File: src/rtl/keypad_scan.sv
// rtl/keypad_scan.sv - 4x4 matrix keypad scanner with debounce and single-pulse key report
// Ports:
//   i_clk        system clock
//   i_rst        synchronous reset, active-high
//   i_row_in     keypad rows, active-low, asynchronous to i_clk
//   o_col_out    column drive, active-low one-hot (1110 = column 0)
//   o_key_code   last accepted key, 4*row + col
//   o_key_valid  one-cycle pulse when a press is accepted
//   o_key_held   high while the accepted key has not been released
module keypad_scan #(
   parameter int SCAN_DIV = 100000,
   parameter int DEBOUNCE = 10
) (
   input  logic       i_clk,
   input  logic       i_rst,
   input  logic [3:0] i_row_in,
   output logic [3:0] o_col_out,
   output logic [3:0] o_key_code,
   output logic       o_key_valid,
   output logic       o_key_held
);

   localparam int DW = (SCAN_DIV > 1) ? $clog2(SCAN_DIV) : 1;
   localparam int CW = $clog2(DEBOUNCE + 1);
   localparam logic [DW-1:0] DIV_LAST = DW'(SCAN_DIV - 1);
   localparam logic [CW-1:0] CNT_DONE = CW'(DEBOUNCE);
   localparam logic [CW-1:0] CNT_ONE  = CW'(1);

   localparam logic [1:0] S_SCAN = 2'd0;
   localparam logic [1:0] S_DEB  = 2'd1;
   localparam logic [1:0] S_HELD = 2'd2;

   logic [3:0]    r_sync1;
   logic [3:0]    r_sync2;
   logic [DW-1:0] r_div;
   logic [1:0]    r_state;
   logic [1:0]    r_col;
   logic [1:0]    r_crow;
   logic [CW-1:0] r_cnt;
   logic [3:0]    r_col_out;
   logic [3:0]    r_key_code;
   logic          r_key_valid;
   logic          r_key_held;

   logic          w_tick;
   logic          w_any_low;
   logic [1:0]    w_win_row;
   logic          w_crow_low;
   logic [CW-1:0] w_cnt_inc;
   logic [1:0]    w_col_next;
   logic [3:0]    w_col_next_drive;

   assign w_tick           = (r_div == DIV_LAST);
   assign w_any_low        = (r_sync2 != 4'hF);
   assign w_crow_low       = ~r_sync2[r_crow];
   assign w_cnt_inc        = r_cnt + CNT_ONE;
   assign w_col_next       = r_col + 2'd1;
   assign w_col_next_drive = ~(4'b0001 << w_col_next);

   // Lowest-index low row wins; row 3 is the fall-through when only it is low.
   always_comb begin
      w_win_row = 2'd3;
      if (!r_sync2[0])      w_win_row = 2'd0;
      else if (!r_sync2[1]) w_win_row = 2'd1;
      else if (!r_sync2[2]) w_win_row = 2'd2;
   end

   always_ff @(posedge i_clk) begin
      if (i_rst) begin
         r_sync1     <= 4'hF;
         r_sync2     <= 4'hF;
         r_div       <= '0;
         r_state     <= S_SCAN;
         r_col       <= 2'd0;
         r_crow      <= 2'd0;
         r_cnt       <= '0;
         r_col_out   <= 4'b1110;
         r_key_code  <= 4'd0;
         r_key_valid <= 1'b0;
         r_key_held  <= 1'b0;
      end else begin
         r_sync1     <= i_row_in;
         r_sync2     <= r_sync1;
         r_key_valid <= 1'b0;
         r_div       <= w_tick ? '0 : r_div + 1'b1;
         if (w_tick) begin
            case (r_state)
               S_SCAN: begin
                  if (!w_any_low) begin
                     r_col     <= w_col_next;
                     r_col_out <= w_col_next_drive;
                  end else begin
                     r_crow <= w_win_row;
                     // A single-sample debounce accepts on the detecting tick.
                     if (DEBOUNCE == 1) begin
                        r_key_code  <= {w_win_row, r_col};
                        r_key_valid <= 1'b1;
                        r_key_held  <= 1'b1;
                        r_cnt       <= '0;
                        r_state     <= S_HELD;
                     end else begin
                        r_cnt   <= CNT_ONE;
                        r_state <= S_DEB;
                     end
                  end
               end
               S_DEB: begin
                  if (w_crow_low) begin
                     if (w_cnt_inc == CNT_DONE) begin
                        r_key_code  <= {r_crow, r_col};
                        r_key_valid <= 1'b1;
                        r_key_held  <= 1'b1;
                        r_cnt       <= '0;
                        r_state     <= S_HELD;
                     end else begin
                        r_cnt <= w_cnt_inc;
                     end
                  end else begin
                     r_state   <= S_SCAN;
                     r_col     <= w_col_next;
                     r_col_out <= w_col_next_drive;
                  end
               end
               S_HELD: begin
                  // Release needs DEBOUNCE consecutive high samples; any low restarts it.
                  if (!w_crow_low) begin
                     if (w_cnt_inc == CNT_DONE) begin
                        r_key_held <= 1'b0;
                        r_cnt      <= '0;
                        r_state    <= S_SCAN;
                        r_col      <= w_col_next;
                        r_col_out  <= w_col_next_drive;
                     end else begin
                        r_cnt <= w_cnt_inc;
                     end
                  end else begin
                     r_cnt <= '0;
                  end
               end
               default: r_state <= S_SCAN;
            endcase
         end
      end
   end

   assign o_col_out   = r_col_out;
   assign o_key_code  = r_key_code;
   assign o_key_valid = r_key_valid;
   assign o_key_held  = r_key_held;

endmodule

File: config.mk
export PLATFORM = sky130hd
export DESIGN_NAME = keypad_scan
export DESIGN_NICKNAME = d
export VERILOG_FILES = /design/src/rtl/keypad_scan.sv
export SDC_FILE = /design/constraint.sdc
export NUM_CORES = 1
export LEC_CHECK = 0
export CORE_MARGIN = 8
export CORE_UTILIZATION = 45
export DETAILED_ROUTE_END_ITERATION = 16
export GPL_TIMING_DRIVEN = 0
export SLEW_MARGIN = 30
export SYNTH_ARGS = -nofsm -noshare
export SYNTH_HDL_FRONTEND = slang
export SYNTH_SLANG_ARGS = --single-unit
File: constraint.sdc
create_clock -name i_clk -period 3.36 [get_ports i_clk]
set_input_delay 0.504 -clock i_clk [delete_from_list [all_inputs] [get_ports i_clk]]
set_output_delay 0.504 -clock i_clk [all_outputs]
set_load 0.02 [all_outputs]
==> results.cfg <==
[floorplan]
core_area_sq_mm = 0.00463
num_io_pins = 16
dieWidth_microns = 84.7
die_h_microns = 84.7
start_util = 0.459
dieArea_sq_mm = 0.00718
rows = 25

[clock_tree]
cts_buffer_depth = 2
clk_latency_ns = 0.29
path_clk_slew_ns = 0.09
post_cts_buffers = 0
htree_num_levels = 2
cts_buffers = 5
cts_tree = built
cts.sinks = 45
cts_hold_buffers = 0
ctsRootBufferMaster = clkbuf_8
post_cts_resized = 0

[logic_synthesis]
yosysTopAreaCell = dfxtp_1
synthArstFlopShare = 0
ys.flop_type = dfxtp_1
ys_ff_latch = 45
synth_commonest_cells = dfxtp_1 (45), nor2_1 (28), a21oi_1 (14)
yosysTopAreaCellShare = 0.424
synth_nets = 244
ys.warnings.count = 0
synth.avg_cell_area_sq_um = 9.36
synth_most_common_cell = dfxtp_1
yosys-top-cells-area = dfxtp_1 (42%), ha_1 (6.5%), nor2_1 (4.9%)
yosysUniqueCellTypes = 48
netlist_area_sq_mm = 0.00213
seq_area_frac_synth = 0.424
syn_inst = 227
synth_edf_count = 0

[timing]
slew_viol_final = 0
fin_crit_sh = 0.624
hold_ws_ns = 0.414
rsz0062_at_grt = no
slew_headroom = 0.688
tightest_slew_ns = 0.464
setup_viol = 0
fin_skew_ns = 0.00367
fmax_mhz = 477
min_period_ns = 2.10
hold_viol = 0
setup-tns-final_ns = 0

[job]
drv_cap = 0

[place]
dp_hpwl_microns = 3070
post_dp_cell_area_sq_mm = 0.00233
portBuffers = 14
globalplace.congestion = 0.817
dp_cells = 295

[setup_path]
crit_arrival_ns = 2.31
critPathRequiredTime_ns = 3.57
crit_fanout = 10
end_kind = flop
r2r_setup_slack_ns = 1.26
cpMostUsedCell = o21ai_2
max_stage_delay_ns = 0.36
worst_setup_path_start_kind = flop
path_buf_inv = 1
crit_slowest_cell = dfxtp_1
critical-path-top-delay-family = compound AO/OA/AOI/OAI gates
path_cells = ha_1 -> or2_2 -> o21ai_2 -> a31oi_2 -> o21ai_2 -> buf_2 -> a21oi_1 -> a311oi_1
path_class = reg2reg

[grt]
grt_overflow_total = 0
grt_pass1_vias = 1551
grt_pass1_wl_microns = 7040
grt_antenna_before_repair = 0
grtUsageTotal = 0.121
grt_start_max_net_pins = 16

[layout]
n_antenna_cell = 0
drive_gt1_frac = 0.165
area_growth_pct = 16.2
final_area_sq_mm = 0.00247
fin_cells = 303
finalNetCount = 265

[power_and_ir_drop]
p_total_mw = 1.07
powerDensity_mw_per_mm2 = 433
peakVddDrop_mv = 0.270
p_leak_nw = 0.952

[route]
vias = 1588
avgRoutedWirePerCell_microns = 13.5
wirelength_microns = 4090
dr.pass1.iters = 4
viasPerCell = 5.24
drc_errors = 0
antenna_left = 0
first_iter_violations = 36

[status]
status = completed

[hold_path]
hp-class = reg2reg
[metal layers]
layer	share of wire	wire, microns	track usage
met3	0.036	147	0.0361
met5	0	0	0
met1	0.47	1940	0.137
met2	0.48	1950	0.208
met4	0.015	61	0.0485
[worst paths after layout]
kind               from            to  cells past startpoint
max reg2reg    r_cnt[0]  o_col_out[0]                      8
min reg2reg  r_sync1[1]    r_sync2[1]                      1
max            r_cnt[0]  o_col_out[0]                      8
min          r_sync1[1]    r_sync2[1]                      1
[registers in the layout, summed over array words and instances, names as in the netlist]
name / cells
o_key_held: 1
r_sync1: 4
o_col_out: 4
r_div: 17
r_crow: 2
r_state: 2
r_sync2: 4
r_col: 2
o_key_code: 4
r_cnt: 4
o_key_valid: 1
[through the flow]
stage	setup WS [ns]	util
floorplan	1.51	-
global placement	1.23	0.504
detailed placement	1.28	0.504
CTS	1.25	0.534
global route	1.12	0.534
finish	1.26	0.534
[where the power goes]
| group | internal [mW] | switching (mW) |
|---|---|---|
| sequential | 0.541 | 0.00467 |
| combinational | 0.0184 | 0.0203 |
| clock | 0.299 | 0.186 |
| total | 0.859 | 0.211 |
[cell usage in the layout, fill, tap and decap left out, types with 2 or more instances in the layout]
master / instances
and3_1: 8
a31o_2: 3
nor3_1: 3
and4bb_2: 2
inv_1: 9
o21ai_0: 5
xor2_1: 9
and4_1: 2
nand2_1: 11
nand3_1: 13
a21boi_0: 2
xnor2_1: 5
o21ai_2: 3
and2_1: 2
or2_2: 9
clkbuf_8: 5
bufinv_16: 2
buf_6: 2
ha_1: 11
nor2_1: 28
o21ai_1: 3
a21oi_1: 14
clkdlybuf4s50_1: 14
clkbuf_1: 2
nand4_1: 5
dfxtp_1: 45
mux2i_1: 6
and2_2: 2
[area by class of cell]
cell class / count / area [sq um]
buffer: 6 / 42.5
clock buffer: 5 / 68.8
clock inverter: 3 / 68.8
fill: 446 / 2160
inverter: 10 / 38.8
multi-input combinational: 166 / 1140
sequential: 45 / 901
tap: 54 / 67.6
timing repair buffer: 14 / 140
[logic make-up after synthesis]
| family | Yosys count | synth area share |
|---|---|---|
| xor+xnor | 14 | 0.0577 |
| simple gates | 94 | 0.253 |
| compound gates | 40 | 0.124 |
| flops | 45 | 0.424 |
| mux | 7 | 0.0388 |
| fa+ha+maj | 11 | 0.0647 |
| buf+inv | 16 | 0.0383 |
(Power assumes the default switching activity.)
==> variant: new RTL, config.mk and constraints unchanged <==
Set the parameter `DEBOUNCE` to 5 (it was 10).
--- a/src/rtl/keypad_scan.sv
+++ b/src/rtl/keypad_scan.sv
@@ -9,7 +9,7 @@
 //   o_key_held   high while the accepted key has not been released
 module keypad_scan #(
    parameter int SCAN_DIV = 100000,
-   parameter int DEBOUNCE = 10
+   parameter int DEBOUNCE = 5
 ) (
    input  logic       i_clk,
    input  logic       i_rst,
Behaviour: same outputs for any inputs over 10 cycles, from zero or initial values and one cycle with i_rst high; that may be too few to reach the edited logic, so the function may still have changed.
==> variant against the unedited design <==
Count of clock-buffer cells in the layout rose by 1. Synthesized cell count fell by 7.5%. Synthesized area fell by 3.9%. Routed wire length fell by 0.93%. Cell area fell by 4.7%. Sequential cell count fell by 1. Worst setup slack got worse by 0.33 ns. Die area fell by 3.2%. Total power fell by 9.4%.
==> variant: results <==
group,metric,value,unit
synthesis,post_synth_mux_area_share,8.45,%
synthesis,synth_nets,227,
timing,clock_skew,0.00785,ns
place,place_hpwl,2.97,mm
synthesis,synthTopCellsByCount,"dfxtp_1, nor2_1, xor2_1",
drt,avgViaCountPerCell,5.18,
place,place_ws,0.985,ns
drt,routedWlPerCell,14.3,um
global_routing,grtUsageTotal,11.3,%
min_path,worst_hold_path_type,"reg -> reg",
worst_setup_path,cp_data_arrival_time,2.59,ns
place,placedCellCount,276,
power,ir_worst_vdd,0.000225,V
worst_setup_path,rrSetupSlack,0.93,ns
clock_tree,clkLatencyLatePin,0.29,ns
synthesis,synth.distinct_cells,36,
synthesis,synthArstFlopShare,0,%
final_layout,nonClkBufAreaFrac,6.74,%
final_layout,multi_input_comb_cells,151,
global_routing,grt.met2_usage,18.5,%
synthesis,synth_xor_area_share,6.86,%
worst_setup_path,reg2reg_to,"o_key_code[1]",
worst_setup_path,slowest_delay,0.64,ns
timing,max_slew_margin,59.8,%
worst_setup_path,crit_slowest_cell,"nor4b_4",
synthesis,ys_top_cells_by_area,"dfxtp_1, ha_1, nor2_1, mux2i_1, xor2_1",
final_layout,clock_buffers,6,
worst_setup_path,rr_worst_depth,6,
global_routing,grt_pass1_vias,1490,
final_layout,seq_area,881,um^2
worst_setup_path,crit_fanout,6,
final_layout,fin_nets,248,
worst_setup_path,crit_path_start,"r_div[0]",
timing,fmax,412,MHz
synthesis,ys_seq_area_share,43.1,%
final_layout,nFillCells,398,
power,leakage,0.915,nW
final_layout,multi_input_area_share,46.9,%
global_routing,global_route.usage.met3,3.91,%
drt,drt_first_iter_violations,69,
place,placed_area,2250,um^2
global_routing,grt_max_degree,14,
run_status,outcome,"finished, final reports clean",
global_routing,grt_pass1_wl,6.66,mm
final_layout,multiInputGateArea,1110,um^2
clock_tree,cts-resized-gates,0,
final_layout,clk_share,4.57,%
final_layout,drive_gt1_share,10.8,%
final_layout,num-nonclk-inverters,10,
place,gp_congestion,0.848,
global_routing,groute.layer.met1.usage,13.1,%
synthesis,synthAdderAreaFrac,6.74,%
synthesis,avgSynthCellArea,9.73,um^2
==> variant: how the worst min path moves through the flow <==
stage | endpoint | slack (ns) | from
2_1_floorplan | r_sync2[0] | 0.39 | r_sync1[0]
3_3_place_gp | r_sync2[2] | 0.40 | r_sync1[2]
6_report | r_sync2[2] | 0.41 | r_sync1[2]
5_1_grt | r_sync2[0] | 0.43 | r_sync1[0]
3_5_place_dp | r_sync2[2] | 0.39 | r_sync1[2]
4_1_cts | r_sync2[2] | 0.41 | r_sync1[2]
==> variant: worst max-delay path, delay by kind of cell (launching register included) <==
| kind | cells | cell delay, ns |
|---|---|---|
| adder cells (fa/ha/maj) | 1 | 0.29 |
| AND/OR/NAND/NOR | 4 | 1.36 |
| flip-flops | 1 | 0.40 |
| multiplexers | 1 | 0.25 |
==> variant: where the power goes <==
part	switching (mW)	leakage [nW]	internal (mW)
Clock	0.180	0.0552	0.221
Combinational	0.0195	0.502	0.0158
Sequential	0.00508	0.357	0.528
